## src/rtl/fir_stream_engine_pkg.sv

```systemverilog
// Shared definitions for the FIR stream engine.
//   state_t        : control FSM state encoding
//   TAP_STRIDE     : byte distance between consecutive 32-bit taps in the tap RAM
//   tap_byte_addr  : tap index -> tap RAM byte address
package fir_stream_engine_pkg;

    typedef enum logic [2:0] {
        S_IDLE = 3'd0,
        S_LOAD = 3'd1,
        S_CALC = 3'd2,
        S_OUT  = 3'd3,
        S_DONE = 3'd4
    } state_t;

    localparam int TAP_STRIDE = 4;

    function automatic int tap_byte_addr(input int k);
        return k * TAP_STRIDE;
    endfunction

endpackage

```

## src/rtl/fir_stream_engine_multiplier_adder.sv

```systemverilog
// Combinational multiply-accumulate step: sum_out = sum_in + in1 * in2.
// The product and the sum are both truncated to pWIDTH bits, so the
// result wraps modulo 2^pWIDTH and is signedness agnostic.
//   in1, in2 : multiplicands (tap coefficient, history sample)
//   sum_in   : running accumulator value
//   sum_out  : updated accumulator value
module multiplier_adder #(
    parameter int pWIDTH = 32
) (
    input  logic [pWIDTH-1:0] in1,
    input  logic [pWIDTH-1:0] in2,
    input  logic [pWIDTH-1:0] sum_in,
    output logic [pWIDTH-1:0] sum_out
);

    // Every operand is pWIDTH wide, so the product is sized to pWIDTH and
    // its upper half is dropped.
    assign sum_out = sum_in + in1 * in2;

endmodule

```

## src/rtl/fir_stream_engine.sv

```systemverilog
// Sequential FIR datapath between an AXI-Stream input and output.
// One sample is accepted per input handshake into a pTAP_NUM-deep history,
// then the tap RAM is walked one coefficient per cycle through a single
// MAC, and the result is offered on the output stream. ap_done pulses once
// data_length results have been delivered.
//   axis_clk, axis_rst_n            : clock, synchronous active-low reset
//   ap_start, data_length           : run control in; ap_idle, ap_done out
//   tap_EN, tap_A, tap_Do           : tap RAM read port (1-cycle read latency)
//   ss_tvalid/tdata/tlast/tready    : input sample stream
//   sm_tvalid/tdata/tlast/tready    : output result stream
module fir_stream_engine
    import fir_stream_engine_pkg::*;
#(
    parameter int pDATA_WIDTH = 32,
    parameter int pADDR_WIDTH = 12,
    parameter int pTAP_NUM    = 11
) (
    input  logic                   axis_clk,
    input  logic                   axis_rst_n,
    input  logic                   ap_start,
    input  logic [31:0]            data_length,
    output logic                   ap_idle,
    output logic                   ap_done,
    output logic                   tap_EN,
    output logic [pADDR_WIDTH-1:0] tap_A,
    input  logic [pDATA_WIDTH-1:0] tap_Do,
    input  logic                   ss_tvalid,
    input  logic [pDATA_WIDTH-1:0] ss_tdata,
    input  logic                   ss_tlast,
    output logic                   ss_tready,
    output logic                   sm_tvalid,
    output logic [pDATA_WIDTH-1:0] sm_tdata,
    output logic                   sm_tlast,
    input  logic                   sm_tready
);

    localparam int J_W = $clog2(pTAP_NUM + 1);
    localparam logic [J_W-1:0] J_LAST = J_W'(pTAP_NUM);

    state_t                 state;
    logic [J_W-1:0]         j;
    logic [pDATA_WIDTH-1:0] hist [pTAP_NUM];
    logic [pDATA_WIDTH-1:0] acc;
    logic [pDATA_WIDTH-1:0] mac_x;
    logic [pDATA_WIDTH-1:0] mac_sum;
    logic [31:0]            len;
    logic [31:0]            count;
    logic [31:0]            count_next;

    // ss_tlast is accepted with the sample but never steers control.
    logic unused_tlast;
    assign unused_tlast = ss_tlast;

    assign count_next = count + 32'd1;
    assign sm_tdata   = acc;

    // In CALC step j the tap RAM returns h[j-1], so pair it with x[j-1].
    // NOTE: give every always_comb output a default first; a path that
    // leaves it unassigned would infer a latch.
    always_comb begin
        mac_x = '0;
        for (int k = 1; k <= pTAP_NUM; k++) begin
            if (int'(j) == k) mac_x = hist[k-1];
        end
    end

    multiplier_adder #(
        .pWIDTH (pDATA_WIDTH)
    ) u_mac (
        .in1     (tap_Do),
        .in2     (mac_x),
        .sum_in  (acc),
        .sum_out (mac_sum)
    );

    // NOTE: all state below uses non-blocking assignments so every register
    // samples the pre-edge values, independent of statement order.
    always_ff @(posedge axis_clk) begin
        if (!axis_rst_n) begin
            state     <= S_IDLE;
            j         <= '0;
            acc       <= '0;
            len       <= '0;
            count     <= '0;
            ap_idle   <= 1'b1;
            ap_done   <= 1'b0;
            tap_EN    <= 1'b0;
            tap_A     <= '0;
            ss_tready <= 1'b0;
            sm_tvalid <= 1'b0;
            sm_tlast  <= 1'b0;
            // NOTE: the history is a small register array, not a RAM, and it
            // must read as zero before the first samples arrive, so it is reset.
            for (int k = 0; k < pTAP_NUM; k++) hist[k] <= '0;
        end else begin
            case (state)
                S_IDLE: begin
                    if (ap_start) begin
                        len     <= data_length;
                        count   <= '0;
                        ap_idle <= 1'b0;
                        for (int k = 0; k < pTAP_NUM; k++) hist[k] <= '0;
                        if (data_length == '0) begin
                            state   <= S_DONE;
                            ap_done <= 1'b1;
                        end else begin
                            state     <= S_LOAD;
                            ss_tready <= 1'b1;
                        end
                    end
                end

                S_LOAD: begin
                    // ss_tready is high for the whole of LOAD.
                    if (ss_tvalid) begin
                        for (int k = pTAP_NUM - 1; k > 0; k--) hist[k] <= hist[k-1];
                        hist[0]   <= ss_tdata;
                        acc       <= '0;
                        j         <= '0;
                        tap_EN    <= 1'b1;
                        tap_A     <= '0;
                        ss_tready <= 1'b0;
                        state     <= S_CALC;
                    end
                end

                S_CALC: begin
                    if (j != '0) acc <= mac_sum;
                    if (j == J_LAST) begin
                        state     <= S_OUT;
                        sm_tvalid <= 1'b1;
                        sm_tlast  <= (count_next == len);
                    end else begin
                        j <= j + 1'b1;
                        // Address for step j+1 is registered now; the last
                        // step (j = N) only consumes the final read.
                        if (int'(j) + 1 < pTAP_NUM) begin
                            tap_EN <= 1'b1;
                            tap_A  <= pADDR_WIDTH'(tap_byte_addr(int'(j) + 1));
                        end else begin
                            tap_EN <= 1'b0;
                            tap_A  <= '0;
                        end
                    end
                end

                S_OUT: begin
                    if (sm_tready) begin
                        count     <= count_next;
                        sm_tvalid <= 1'b0;
                        sm_tlast  <= 1'b0;
                        if (count_next == len) begin
                            state   <= S_DONE;
                            ap_done <= 1'b1;
                        end else begin
                            state     <= S_LOAD;
                            ss_tready <= 1'b1;
                        end
                    end
                end

                S_DONE: begin
                    ap_done <= 1'b0;
                    ap_idle <= 1'b1;
                    state   <= S_IDLE;
                end

                default: begin
                    state   <= S_IDLE;
                    ap_idle <= 1'b1;
                end
            endcase
        end
    end

endmodule

```

## config.mk

```make
export PLATFORM = sky130hd
export DESIGN_NAME = fir_stream_engine
export DESIGN_NICKNAME = d
export VERILOG_FILES = /design/src/rtl/fir_stream_engine_pkg.sv /design/src/rtl/fir_stream_engine_multiplier_adder.sv /design/src/rtl/fir_stream_engine.sv
export SDC_FILE = /design/constraint.sdc
export NUM_CORES = 2
export LEC_CHECK = 0
export ABC_AREA = 1
export BUFFER_PORTS_ARGS = -buffer_cell sky130_fd_sc_hd__buf_2
export CAP_MARGIN = 20
export CORE_MARGIN = 1.5
export CORE_UTILIZATION = 58
export DETAILED_ROUTE_END_ITERATION = 8
export PLACE_DENSITY = 0.78
export SLEW_MARGIN = 30
export SYNTH_ARGS = -nofsm -noshare
export SYNTH_HDL_FRONTEND = slang
export SYNTH_SLANG_ARGS = --single-unit
export TNS_END_PERCENT = 100
```

## constraint.sdc

```tcl
create_clock -name axis_clk -period 12.66 [get_ports axis_clk]
set_clock_uncertainty 0.05 [all_clocks]
set_input_delay 2.532 -clock axis_clk [delete_from_list [all_inputs] [get_ports axis_clk]]
set_output_delay 2.532 -clock axis_clk [all_outputs]
set_load 0.01 [all_outputs]
```

### Word-level counts from Yosys, hierarchy flattened

Memory sizes are Yosys's and may differ from the RTL's.
Cells that the tools add are included.

* bitwise logic cells: 23
* multiplexer cells: 84
* $mul: 1
* $lt $le $gt $ge: 1
* reductions and logical operators: 18
* equality and inequality tests: 27
* add/subtract/negate cells: 4

Operator list (count)
* $mux W32: 37
* $pmux W32 S2: 2
* $eq A4 B4 Y1 const B: 9
* $add A32 B1 Y32 const B: 1
* $add A32 B32 Y32: 1
* $eq A32 B32 Y1: 1
* $logic_not A32 Y1: 1
* $lt A32 B5 Y1 const B: 1
* $mul A32 B32 Y32: 1
* $mux W1: 25
* $mux W12: 2
* $pmux W12 S2: 1
* $or A1 B1 Y1: 22
* $ne A2 B2 Y1 const B: 10
* $mux W3: 6
* $pmux W3 S4: 1
* $reduce_and A3 Y1: 4
* $eq A4 B3 Y1 const B: 2
* $mux W4: 2
* $pmux W1 S2: 4
* $pmux W4 S2: 1
* $mux W7: 1
* $eq A3 B2 Y1 const B: 2
* $pmux W1 S3: 2
* other kinds (15): 19

* input bits: 102
* memories: 1
* register bits: 121
* logic and storage cells: 171
* memory bits (writable): 352
* output and inout port bits: 50

Memory list
* hist: words 11, bits a word 32, read ports 11, clocked after memory_dff 0, wr ports 11, RTL line fir_stream_engine.sv:42 `logic [pDATA_WIDTH-1:0] hist [pTAP_NUM];`

### Longest topological paths before layout

* depth in word-level cells: 16
* mapped depth: 50
* mapped depth without buffers: 48

### By module

Synthesis repeated with hierarchy kept, for this count alone.

* cells, all modules: 5083
* area, all modules: 40004.6 um^2

Modules (own cells, without submodules)
* fir_stream_engine: instances 1, cells each 2677, seq. area each 12852.3 um^2, area each 22305.1 um^2
* multiplier_adder: instances 1, cells each 2406, seq. area each 0.0 um^2, area each 17699.5 um^2

### Least setup slack after synthesis

Ideal clock, no wire load.

* path kind: input -> register
* from: in ap_start
* to: mem hist[0][0] (enable)
* stages on the path: 5
* data required time: 9.442 ns
* arrival time: 10.493 ns
* path slack: -1.051 ns
* cell sequence: clkbuf_1 -> nand2_1 -> clkbuf_1 -> clkbuf_1 -> nand3_1

RTL lines
* start: declaration: RTL line fir_stream_engine.sv:20 `input logic ap_start,`
* end: declaration: RTL line fir_stream_engine.sv:42

### Final worst setup path

* from: reg j[1]
* to: reg acc[29], in the netlist sm_tdata[29]

* cells in the longest elaborated chain, start to end: 16
* elaborated cells on any way between the ends: 29

Ends and longest elaborated chain
* start: declaration: RTL line fir_stream_engine.sv:41 `logic [J_W-1:0] j;`
* start signal: assignment: RTL line fir_stream_engine.sv:134 `j <= j + 1'b1;`
* $eq A4 B2 Y1: RTL line fir_stream_engine.sv:63 `if (int'(j) == k) mac_x = hist[k-1];`
* $mux W32 (11 in a row): RTL line fir_stream_engine.sv:63
* $mul A32 B32 Y32: RTL line fir_stream_engine_multiplier_adder.sv:18 `assign sum_out = sum_in + in1 * in2;`
* $add A32 B32 Y32: RTL line fir_stream_engine_multiplier_adder.sv:18
* $mux W32: RTL line fir_stream_engine.sv:128 `if (j != '0) acc <= mac_sum;`
* $pmux W32 S2: RTL line fir_stream_engine.sv:96 `case (state)`
* end signal: assignment: RTL line fir_stream_engine.sv:128
* end: declaration: RTL line fir_stream_engine.sv:43 `logic [pDATA_WIDTH-1:0] acc;`

Several ways; a longest one is shown, not always the timed one. The select of a mux whose other input is x is not followed.
A chain may end at the register's enable or synchronous reset.

==> flow_summary.ini <==
[critical_path]
worstPathMaxFanout = 20
max_stage_delay_ns = 0.85
crit_start = j[1]
cp.arrival_ns = 11.12
reg2reg_from = j[1]
cpMostUsedCell = nand2_1
cp_slowest_cell = clkinv_1
required_ns = 13.15
cp-start-kind = register
critPathKind = register to register
crit_path_end_kind = register

[floorplan]
fp.dieW_um = 263
core_sq_um = 67000
dieHeight_um = 263
dieArea_sq_um = 69200
rows = 95
initial_core_util_pct = 58.6
ios = 152

[synthesis]
synth_area_sq_um = 39300
synthArstFlopShare_pct = 0
ys_ff_latch = 466
syn_avg_cell_area_sq_um = 8.11
synthDistinctLibCells = 49
synth_cells = 4840
yosysWarningCount = 0
ys_seq_area_share_pct = 32.7
ys.flop_type = edfxtp_1
synth_top_cell_area_share_pct = 26.9
synth_top_area_cell = edfxtp_1
synth_edf_count = 352
synth_area_leaders = edfxtp_1, fa_1, inv_1

[routing]
drt-total-wl_um = 96200
drt_iter0_markers = 2186
via_per_inst = 5.26
firstDrtPassIters = 5
drc = 0
num_vias = 30468
wl_per_cell_um = 16.6
ant_nets = 0

[timing]
min_period_ns = 10.63
setup_viol = 0
slew_violations = 0
fin_hold_ws_ns = 0.414
timing.slew.headroom_pct = 37.0
hold_viol = 0
max_freq_mhz = 94.1
worst_pin_slew_ns = 0.939
finalSetupTns_ns = 0
min_period_over_period_pct = 84.0
rsz0062_at_grt = false

[clocking]
cts_resized = 0
cts_buffers = 51
cts.sinks = 466
cts_setup_buffers = 0
hold_buffers = 0
htreeDepth = 2
cts_tree = yes
clockBufferDepth = 3
cts_root_buf = clkbuf_16
clkLatencyLatePin_ns = 0.62
clkTransAtPathRegs_ns = 0.06

[hold_path]
hold_class = register to register
min_from = tap_A[5]

[placed_design]
gp_congestion = 0.987
dpl.hpwl_um = 72000
port_buffers = 143

[run_status]
status = complete, no violations

[power]
ir_worst_vdd_mv = 0.163
power_mw = 6.30
p_leak_nw = 19.9
p_per_area_nw_per_um2 = 150

[flow_run]
maxCapViolCount = 0

[cells_and_area]
utilization_pct = 62.8
synthToLayoutAreaGrowth_pct = 7.26
drive_gt1_share_pct = 7.24
finalNetCount = 5547

[global_route]
grt_antenna_before_repair = 3
grt_pass1_wl_um = 155000
track_usage_pct = 28.0
grt_overflow = 0
grt_max_degree = 205
grt_pass1_vias = 30310
routing by layer:
metal	global-route usage (%)	part of all wire [%]	vias to the layer above
li1	-	-	14575
met1	34.6	38	14534
met2	48.1	49	1119
met3	4.78	7.5	240
met4	13.0	5.0	0
met5	0	0	-
sequential cells by signal (all words and copies together) (netlist names):
name,count
sm_tdata,32
state,3
ap_done,1
count,32
hist,352
sm_tlast,1
len,32
tap_EN,1
ss_tready,1
sm_tvalid,1
tap_A,5
ap_idle,1
j,4
area by class of cell:
class	instances	area, sq um
fillers	5672	24900
multi-input cells	3020	21200
flip-flops and latches	466	12900
inverters	1163	4370
clock buffers	65	1330
well taps	873	1090
repair buffers	175	992
clock inverters	30	236
diodes	3	7.51
synthesized netlist by cell type (2+ instances only):
cell and number:
a31oi_1 4, fa_1 438, o21ai_1 17, o21ai_0 152, a21boi_0 7, nand2_4 2, a21oi_1 206, o31ai_1 2
dfxtp_1 114, buf_4 16, nand2_1 894, nor3_1 15, buf_2 17, clkinv_1 19, o211ai_1 2, clkbuf_1 149
nand3b_1 9, nor4_1 17, nor3_2 2, a21o_1 3, buf_1 7, ha_1 130, o21bai_1 2, xor2_1 43
xnor2_1 12, inv_1 1121, nand4_1 28, nor2_2 12, o21a_1 2, nand3_1 192, nand3_2 4, nor2_4 6
inv_2 23, nor2_1 735, nand2_2 11, or2_1 2, edfxtp_1 352, o22ai_1 9, or2_2 47, buf_6 8
cells in the final DEF (no fill, tap or decap), types with 13 or more instances in the layout:
cell type	n
inv_1	1121
nand2_1	892
nor2_1	734
fa_1	438
edfxtp_1	352
a21oi_1	206
nand3_1	190
o21ai_0	152
buf_2	143
ha_1	130
dfxtp_1	114
clkbuf_16	51
or2_2	47
xor2_1	43
clkinv_1	34
nand4_1	28
buf_4	27
inv_2	23
o21ai_1	17
nor4_1	17
nor3_1	15
clkbuf_1	14
nand2_2	13
nor2_2	13
power by group:
group | switching [mW] | internal, mW
registers | 0.109 | 2.02
logic | 1.84 | 0.936
clock network | 0.628 | 0.770
stage by stage:
stage               worst slack, ns  cell area, sq um  instances
finish                         2.03             42100       5795
global route                   1.24             42100       5793
CTS                            2.20             42100       5792
detailed placement             2.14             40500       5697
global placement               2.28             40500       5696
floorplan                      3.05             39300       4846
path summary, 6_finish.rpt:
| check | to | slack (ns) | depth (start not counted) |
|---|---|---|---|
| worst max-delay path | sm_tdata[29] | 2.03 | 46 |
| worst min-delay path | tap_A[5] | 0.41 | 2 |
| worst max register to register | sm_tdata[29] | 2.03 | 46 |
| worst min register to register | tap_A[5] | 0.41 | 2 |
worst max-delay path, delay by kind of cell (launching register included):
| kind | cells | cell delay [ns] |
|---|---|---|
| AO/OA/AOI/OAI | 13 | 2.51 |
| flip-flops | 1 | 0.44 |
| adder cells (fa/ha/maj) | 10 | 3.47 |
| AND/OR/NAND/NOR | 14 | 2.32 |
| buffers and inverters | 9 | 1.74 |
kinds of logic (layout without fill, tap and decap cells):
kind of cell | count (synthesis) | after routing | share of synthesized area, %
other | 1 | 10 | 0.00955
xor gates and xnor gates | 55 | 55 | 1.23
buffers and inverters | 1360 | 1433 | 13.4
AOI/OAI and AO/OA | 409 | 409 | 5.40
and+or+nand+nor | 1981 | 1981 | 20.8
adders and majority gates | 568 | 568 | 26.5
DFF | 466 | 466 | 32.7
(Power assumes the default switching activity.)
